### src/rtl/product_accumulator_if.sv
// Handshake bundle between a producer of signed products and the
// product accumulator.
//
// Ports (signals carried by the interface):
//   start, len       : begin a new accumulation of len products
//   in_valid/in_ready: product beat handshake, in_prod is the signed product
//   out_valid/out_ready: result handshake, out_acc is the signed sum and
//                      out_ovf the sticky signed-overflow flag
//   busy             : accumulator is not idle
// Modports:
//   master : the driver side (producer and result consumer)
//   slave  : the accumulator side
interface product_accumulator_if #(
  parameter int PROD_W = 64,
  parameter int ACC_W  = 72,
  parameter int CNT_W  = 8
);
  logic              start;
  logic [CNT_W-1:0]  len;
  logic              in_valid;
  logic              in_ready;
  logic [PROD_W-1:0] in_prod;
  logic              out_valid;
  logic              out_ready;
  logic [ACC_W-1:0]  out_acc;
  logic              out_ovf;
  logic              busy;

  modport master (
    output start, len, in_valid, in_prod, out_ready,
    input  in_ready, out_valid, out_acc, out_ovf, busy
  );

  modport slave (
    input  start, len, in_valid, in_prod, out_ready,
    output in_ready, out_valid, out_acc, out_ovf, busy
  );
endinterface

### src/rtl/product_accumulator.sv
// Accumulates a programmed number of signed products into a wider signed
// sum, flagging signed overflow, and presents the result through a
// valid/ready handshake.
//
// Ports:
//   clk : clock, all state changes on the rising edge
//   rst : synchronous active-high reset
//   bus : product_accumulator_if slave modport
//         start/len in, in_valid/in_ready/in_prod beat handshake,
//         out_valid/out_ready/out_acc/out_ovf result handshake, busy out
module product_accumulator #(
  parameter int PROD_W = 64,
  parameter int ACC_W  = 72,
  parameter int CNT_W  = 8
) (
  input  logic                  clk,
  input  logic                  rst,
  product_accumulator_if.slave  bus
);

  typedef enum logic [1:0] {
    IDLE  = 2'd0,
    ACCUM = 2'd1,
    DONE  = 2'd2
  } state_t;

  state_t           state_r;
  logic [ACC_W-1:0] acc_r;
  logic [CNT_W-1:0] cnt_r;
  logic             ovf_r;

  logic [ACC_W-1:0] prod_ext_s;
  logic [ACC_W-1:0] sum_s;
  logic             add_ovf_s;

  // Two's-complement overflow: equal operand signs, differing result sign.
  function automatic logic add_overflow(input logic a_msb,
                                        input logic b_msb,
                                        input logic s_msb);
    return (a_msb == b_msb) && (s_msb != a_msb);
  endfunction

  // Sign-extend the product and form the wrapping sum plus its overflow flag.
  always_comb begin
    prod_ext_s = ACC_W'($signed(bus.in_prod));
    sum_s      = acc_r + prod_ext_s;
    add_ovf_s  = add_overflow(acc_r[ACC_W-1], prod_ext_s[ACC_W-1],
                              sum_s[ACC_W-1]);
  end

  // Control FSM together with the accumulator, beat counter and overflow flag.
  always_ff @(posedge clk) begin
    if (rst) begin
      state_r <= IDLE;
      acc_r   <= {ACC_W{1'b0}};
      cnt_r   <= {CNT_W{1'b0}};
      ovf_r   <= 1'b0;
    end else begin
      case (state_r)
        IDLE: begin
          if (bus.start) begin
            acc_r <= {ACC_W{1'b0}};
            ovf_r <= 1'b0;
            cnt_r <= bus.len;
            // A zero-length request completes immediately with a zero sum.
            if (bus.len == {CNT_W{1'b0}}) begin
              state_r <= DONE;
            end else begin
              state_r <= ACCUM;
            end
          end else begin
            state_r <= IDLE;
          end
        end
        ACCUM: begin
          if (bus.in_valid) begin
            acc_r <= sum_s;
            if (add_ovf_s) begin
              ovf_r <= 1'b1;
            end else begin
              ovf_r <= ovf_r;
            end
            cnt_r <= cnt_r - CNT_W'(1);
            if (cnt_r == CNT_W'(1)) begin
              state_r <= DONE;
            end else begin
              state_r <= ACCUM;
            end
          end else begin
            state_r <= ACCUM;
          end
        end
        DONE: begin
          if (bus.out_ready) begin
            state_r <= IDLE;
          end else begin
            state_r <= DONE;
          end
        end
        default: begin
          state_r <= IDLE;
        end
      endcase
    end
  end

  // Handshake flags decode the state register only; data outputs are registers.
  assign bus.in_ready  = (state_r == ACCUM);
  assign bus.out_valid = (state_r == DONE);
  assign bus.busy      = (state_r != IDLE);
  assign bus.out_acc   = acc_r;
  assign bus.out_ovf   = ovf_r;

endmodule

### src/flat_wrapper.sv
// flat-port wrapper written by rule: the top's interface ports become plain ports
module product_accumulator_flat 
#(
  parameter int PROD_W = 64,
  parameter int ACC_W  = 72,
  parameter int CNT_W  = 8
)
  (clk, rst, bus_start, bus_len, bus_in_valid, bus_in_prod, bus_out_ready, bus_in_ready, bus_out_valid, bus_out_acc, bus_out_ovf, bus_busy);
  product_accumulator_if #(.PROD_W(PROD_W), .ACC_W(ACC_W), .CNT_W(CNT_W)) bus_i ();
  input  logic clk;
  input  logic rst;
  input wire logic [$bits(bus_i.start)-1:0] bus_start;
  input wire logic [$bits(bus_i.len)-1:0] bus_len;
  input wire logic [$bits(bus_i.in_valid)-1:0] bus_in_valid;
  input wire logic [$bits(bus_i.in_prod)-1:0] bus_in_prod;
  input wire logic [$bits(bus_i.out_ready)-1:0] bus_out_ready;
  output wire logic [$bits(bus_i.in_ready)-1:0] bus_in_ready;
  output wire logic [$bits(bus_i.out_valid)-1:0] bus_out_valid;
  output wire logic [$bits(bus_i.out_acc)-1:0] bus_out_acc;
  output wire logic [$bits(bus_i.out_ovf)-1:0] bus_out_ovf;
  output wire logic [$bits(bus_i.busy)-1:0] bus_busy;
  assign bus_i.start = bus_start;
  assign bus_i.len = bus_len;
  assign bus_i.in_valid = bus_in_valid;
  assign bus_i.in_prod = bus_in_prod;
  assign bus_i.out_ready = bus_out_ready;
  assign bus_in_ready = bus_i.in_ready;
  assign bus_out_valid = bus_i.out_valid;
  assign bus_out_acc = bus_i.out_acc;
  assign bus_out_ovf = bus_i.out_ovf;
  assign bus_busy = bus_i.busy;
  product_accumulator #(.PROD_W(PROD_W), .ACC_W(ACC_W), .CNT_W(CNT_W)) u_core (.clk(clk), .rst(rst), .bus(bus_i));
endmodule
### config.mk
export PLATFORM = sky130hd
export DESIGN_NAME = product_accumulator_flat
export DESIGN_NICKNAME = d
export VERILOG_FILES = /design/src/rtl/product_accumulator_if.sv /design/src/rtl/product_accumulator.sv /design/src/flat_wrapper.sv
export SDC_FILE = /design/constraint.sdc
export NUM_CORES = 1
export LEC_CHECK = 0
export ABC_AREA = 1
export CAP_MARGIN = 30
export CORE_MARGIN = 3
export CORE_UTILIZATION = 50
export CTS_CLUSTER_DIAMETER = 80
export CTS_CLUSTER_SIZE = 14
export DETAILED_ROUTE_END_ITERATION = 7
export PLACE_DENSITY = 0.79
export SKIP_LAST_GASP = 1
export SLEW_MARGIN = 15
export SYNTH_ARGS = -nofsm -noshare
export SYNTH_HDL_FRONTEND = slang
export SYNTH_SLANG_ARGS = --single-unit
### constraint.sdc
create_clock -name clk -period 2.1 [get_ports clk]
set_clock_uncertainty 0.15 [all_clocks]
set_input_delay 0.42 -clock clk [delete_from_list [all_inputs] [get_ports clk]]
set_output_delay 0.42 -clock clk [all_outputs]
set_load 0.02 [all_outputs]
==> results of run 1 <==
## synth_stat cells, drive strengths merged (3+ instances only)
library cell  count  area, sq um
o21bai           12         90.1
clkbuf           18         67.6
buf               7         33.8
inv             213          800
nor4              5         37.5
nand4            18          113
and2              3         21.3
or2               7         43.8
a211oi            3         22.5
nor2            180          736
a21o              5         37.5
o21a              5         37.5
nand3            90          480
o211ai            3         32.5
a31oi             3         18.8
nand3b           16          120
ha               73          913
a21oi           225         1140
nand2           489         1870
nor3             15         80.1
dfxtp            83         1660
o21ai           109          553
## repair_timing
action / 4_1_cts
hold buffers: 0
setup buffers: 52
pin swaps: 210
resized for setup: 725
setup endpoints to repair: 67
## cell families after synthesis
family	share of synthesized area
buffers and inverters	0.101
AOI/OAI and AO/OA	0.217
DFF	0.185
and+or+nand+nor	0.391
xor gates and xnor gates	0.00195
adders and majority gates	0.104
## layer usage
| metal | overflow | GRT usage |
|---|---|---|
| met1 | 1 | 0.725 |
| met2 | 4 | 0.896 |
| met3 | 0 | 0.540 |
| met4 | 1 | 0.673 |
| met5 | 0 | 0.203 |
## metrics by stage
step	setup TNS [ns]	worst slack, ns	cell area (sq um)	std cells	hold slack, ns
after floorplan	-0.118	-0.0530	9030	1590	0.284
after global placement	-46.37	-0.932	13200	2260	0.297
after detailed placement	-50.60	-1.04	13200	2260	0.317
after CTS	-3.14	-0.128	16500	2326	0.321
==> impl_metrics.csv, run 1 <==
group,metric,value,unit
outcome,status,"aborted with a tool error",
outcome,haltStage,"global routing",
outcome,error_line,"[ERROR GRT-0116] Global routing finished with congestion. Check the congestion regions in the DRC Viewer.",
clock_tree,cts_buffers,9,
die,die_h,140,um
global_route,grt_pass1_wl,108,mm
global_route,grt_max_degree,40,
synthesis,avgSynthCellArea,5.65,sq um
die,start_util,0.516,
clock_tree,cts_root_buffer,"clkbuf_16",
synthesis,synth_edf_count,0,
die,fp.dieW,140,um
synthesis,synthCells,1590,
synthesis,async_flop_share,0,
placed_design,dp_hpwl,32.1,mm
synthesis,netlist_area,8990,sq um
die,ios,153,
clock_tree,cts_buffer_depth,2,
die,rows,48,
global_route,overflow,6,
placed_design,io_buffers,152,
synthesis,ys_warn_count,0,
global_route,grt_pass1_vias,18100,
synthesis,ys_seq_elements,83,
synthesis,ys.flop_type,"dfxtp_1",
global_route,grtUsageTotal,0.713,
synthesis,ys_seq_area_frac,0.185,
placed_design,place_congestion,1.13,
clock_tree,cts_num_sinks,83,
synthesis,syn-num-nets,1741,
clock_tree,h-tree-depth,3,
synthesis,ys_types,42,
==> run 2: changes to the inputs <==
--- a/config.mk
+++ b/config.mk
@@ -8,11 +8,9 @@
 export ABC_AREA = 1
 export CAP_MARGIN = 30
 export CORE_MARGIN = 3
-export CORE_UTILIZATION = 50
-export CTS_CLUSTER_DIAMETER = 80
-export CTS_CLUSTER_SIZE = 14
+export CORE_UTILIZATION = 35
 export DETAILED_ROUTE_END_ITERATION = 7
-export PLACE_DENSITY = 0.79
+export PLACE_DENSITY_LB_ADDON = 0.15
 export SKIP_LAST_GASP = 1
 export SLEW_MARGIN = 15
 export SYNTH_ARGS = -nofsm -noshare
==> constraint.sdc (replaced) <==
create_clock -name clk -period 2.7 [get_ports clk]
set_clock_uncertainty 0.15 [all_clocks]
set_input_delay 0.54 -clock clk [delete_from_list [all_inputs] [get_ports clk]]
set_output_delay 0.54 -clock clk [all_outputs]
set_load 0.02 [all_outputs]
==> impl_metrics.csv, run 2 <==
group,metric,value,unit
run,drv_cap,0,
timing,rsz0062_at_grt,"yes",
power_and_ir_drop,sw_frac_of_total,0.390,
synthesis,synthTopCellsByCount,"nand2_1, a21oi_1, inv_1",
power_and_ir_drop,internal_power,2.86,mW
synthesis,synth_edf_count,0,
power_and_ir_drop,switching_power,1.83,mW
timing,slew_headroom,0.545,
setup_path,path_class,"input port to register",
power_and_ir_drop,vdd_drop_max,0.262,mV
synthesis,ys_seq_elements,83,
die,fp.dieW,166,um
routing,via_per_inst,5.06,
synthesis,synth_most_common_cell,"nand2_1",
placed_design,dp_cells,2362,
clock_tree,holdBufCountCts,0,
synthesis,netlist_area,8990,sq um
final_layout,insertedDiodeCount,0,
global_route,grtUsageTotal,0.291,
synthesis,synth-simple-area-share,0.391,
global_route,grt_max_degree,48,
timing,fmax,374,MHz
final_layout,fin_util,0.590,
setup_path,end_kind,"register",
synthesis,synth_compound_area_frac,0.217,
routing,first_pass_iters,5,
clock_tree,cts_buffers,9,
timing,setup_viol,0,
synthesis,muxShareOfSynthArea,0,
clock_tree,path_clk_slew,0.08,ns
die,rows,58,
synthesis,ys_seq_area_frac,0.185,
final_layout,layout.nets,2206,
power_and_ir_drop,power_frac_clock,0.293,
global_route,grt_pass1_vias,11400,
power_and_ir_drop,combPwrFrac,0.417,
global_route,overflow,0,
final_layout,layout_common_cells,"nand2_1, buf_4, inv_1",
placed_design,place_congestion,0.991,
routing,drtIter0Drc,979,
global_route,grt_pass1_wl,63.5,mm
power_and_ir_drop,seqPwrFrac,0.291,
clock_tree,clk_latency,0.37,ns
die,core_area,25200,sq um
clock_tree,cts_tree,"done",
die,start_util,0.357,
placed_design,dp_hpwl,34.6,mm
placed_design,io_buffers,152,
global_route,antenna_found_initial,0,
synthesis,yosys.area.top_type,"nand2_1",
outcome,status,"finished, final reports clean",
synthesis,synth_area_leaders,"nand2_1, dfxtp_1, a21oi_1, ha_1, inv_1",
routing,vias,12100,
setup_path,critPathRequiredTime,2.79,ns
power_and_ir_drop,p_leak,6.78,nW
synthesis,synth_top_area_frac,0.199,
final_layout,area_growth,65.2,%
synthesis,synth_top_family_by_area,"simple AND/OR/NAND/NOR gates",
synthesis,synth_fa_ha_area_frac,0.104,
final_layout,fill_cells,2520,
hold_path,hp-class,"register to register",
routing,routed_wl,42.3,mm
timing,worstMarginPinSlew,0.682,ns
setup_path,cp.arrival,2.76,ns
timing,post-route-period-util,0.990,
clock_tree,cts_num_sinks,83,
final_layout,drive_gt1_frac,0.311,
synthesis,synth_xor_area_frac,0.00195,
synthesis,avgSynthCellArea,5.65,sq um
clock_tree,cts_root_buffer,"clkbuf_16",
setup_path,path_max_fanout,4,
die,dieArea,27600,sq um
timing,slew_viol_final,0,
synthesis,syn-num-nets,1741,
synthesis,synthCells,1590,
timing,finalHoldViolCount,0,
synthesis,ys_warn_count,0,
power_and_ir_drop,powerDensity,316,nW/um^2
final_layout,layout_commonest_cell,"nand2_1",
die,die_h,166,um
die,ios,153,
setup_path,cp-start-kind,"input port",
synthesis,ys_types,42,
timing,whs,0.313,ns
timing,layout_min_cycle_time,2.67,ns
routing,drc,0,
synthesis,async_flop_share,0,
clock_tree,cts_buffer_depth,2,
final_layout,largest_reg_flops,72,
final_layout,stdcell_count,2390,
routing,antenna_left,0,
routing,wl_per_cell,17.7,um
clock_tree,h-tree-depth,3,
synthesis,ys.flop_type,"dfxtp_1",
run 2: cell families after synthesis:
kind of cell / count (synthesis)
AO/OA/AOI/OAI: 367
XOR/XNOR: 2
adder cells (fa/ha/maj): 74
buffers and inverters: 240
flip-flops: 83
AND/OR/NAND/NOR: 824
run 2: cell type report:
class                      instances  area [sq um]  share of cell area
clock buffer                       9           225              0.0152
clock inverter                     7          76.3             0.00514
inverter                         215           807              0.0543
multi-input combinational       1267          7690               0.518
sequential                        83          1660               0.112
tap                              330           413              0.0278
timing repair buffer             479          3980               0.268
run 2: path summary, 6_finish.rpt:
| path | from | endpoint | slack [ns] | cells after the start |
|---|---|---|---|---|
| worst max-delay path | bus_in_prod[30] | u_core.bus.out_acc[51] | 0.03 | 14 |
| worst min-delay path | u_core.cnt_r[7] | u_core.cnt_r[7] | 0.31 | 2 |
| worst max register to register | u_core.bus.out_acc[33] | u_core.bus.out_acc[36] | 0.22 | 13 |
| worst min register to register | u_core.cnt_r[7] | u_core.cnt_r[7] | 0.31 | 2 |
run 2: routing by layer:
layer	track usage	up-vias	share of wire	wire length [um]
li1	-	6129	-	-
met1	0.410	5542	0.46	19700
met2	0.478	367	0.45	19100
met3	0.0421	45	0.062	2640
met4	0.0567	0	0.022	923
met5	0	-	0	0
run 2: power groups by stage:
stage,combinational (mW),sequential [mW],clock (mW)
CTS,1.76,1.35,1.41
global route,2.12,1.37,1.44
global placement,1.72,1.38,0
detailed placement,1.72,1.38,0
finish,1.95,1.36,1.37
floorplan,0.785,1.42,0
run 2: critical path: stages:
cell and delay, ns:
clkdlybuf4s50_1 0.45, ha_4 0.31, nand2_1 0.12, o21ai_0 0.40, nand2_1 0.09, nand2_1 0.11
a21oi_2 0.04, buf_4 0.17, nor2_1 0.19, nor2_1 0.09, nand2_1 0.07, nand2_1 0.05
nand3_1 0.07, a21oi_1 0.06
run 2: stage by stage:
stage	setup TNS, ns	area, sq um	setup WS [ns]	total power, mW
finish	0	14800	0.0272	4.69
CTS	-0.00801	13600	-0.00801	4.51
detailed placement	-21.51	13200	-0.783	3.10
floorplan	0	8990	0.278	2.21
global placement	-20.94	13200	-0.803	3.09
global route	-0.608	14800	-0.0684	4.93
run 2: timing repair:
action | CTS | global route
endpoints found under the setup margin | 23 | 56
gates cloned | 0 | 0
resized for setup | 34 | 263
endpoints found under the hold margin | 0 | 0
buffers inserted | 1 | 11
pin swaps | 1 | 34
(Power assumes the default switching activity.)
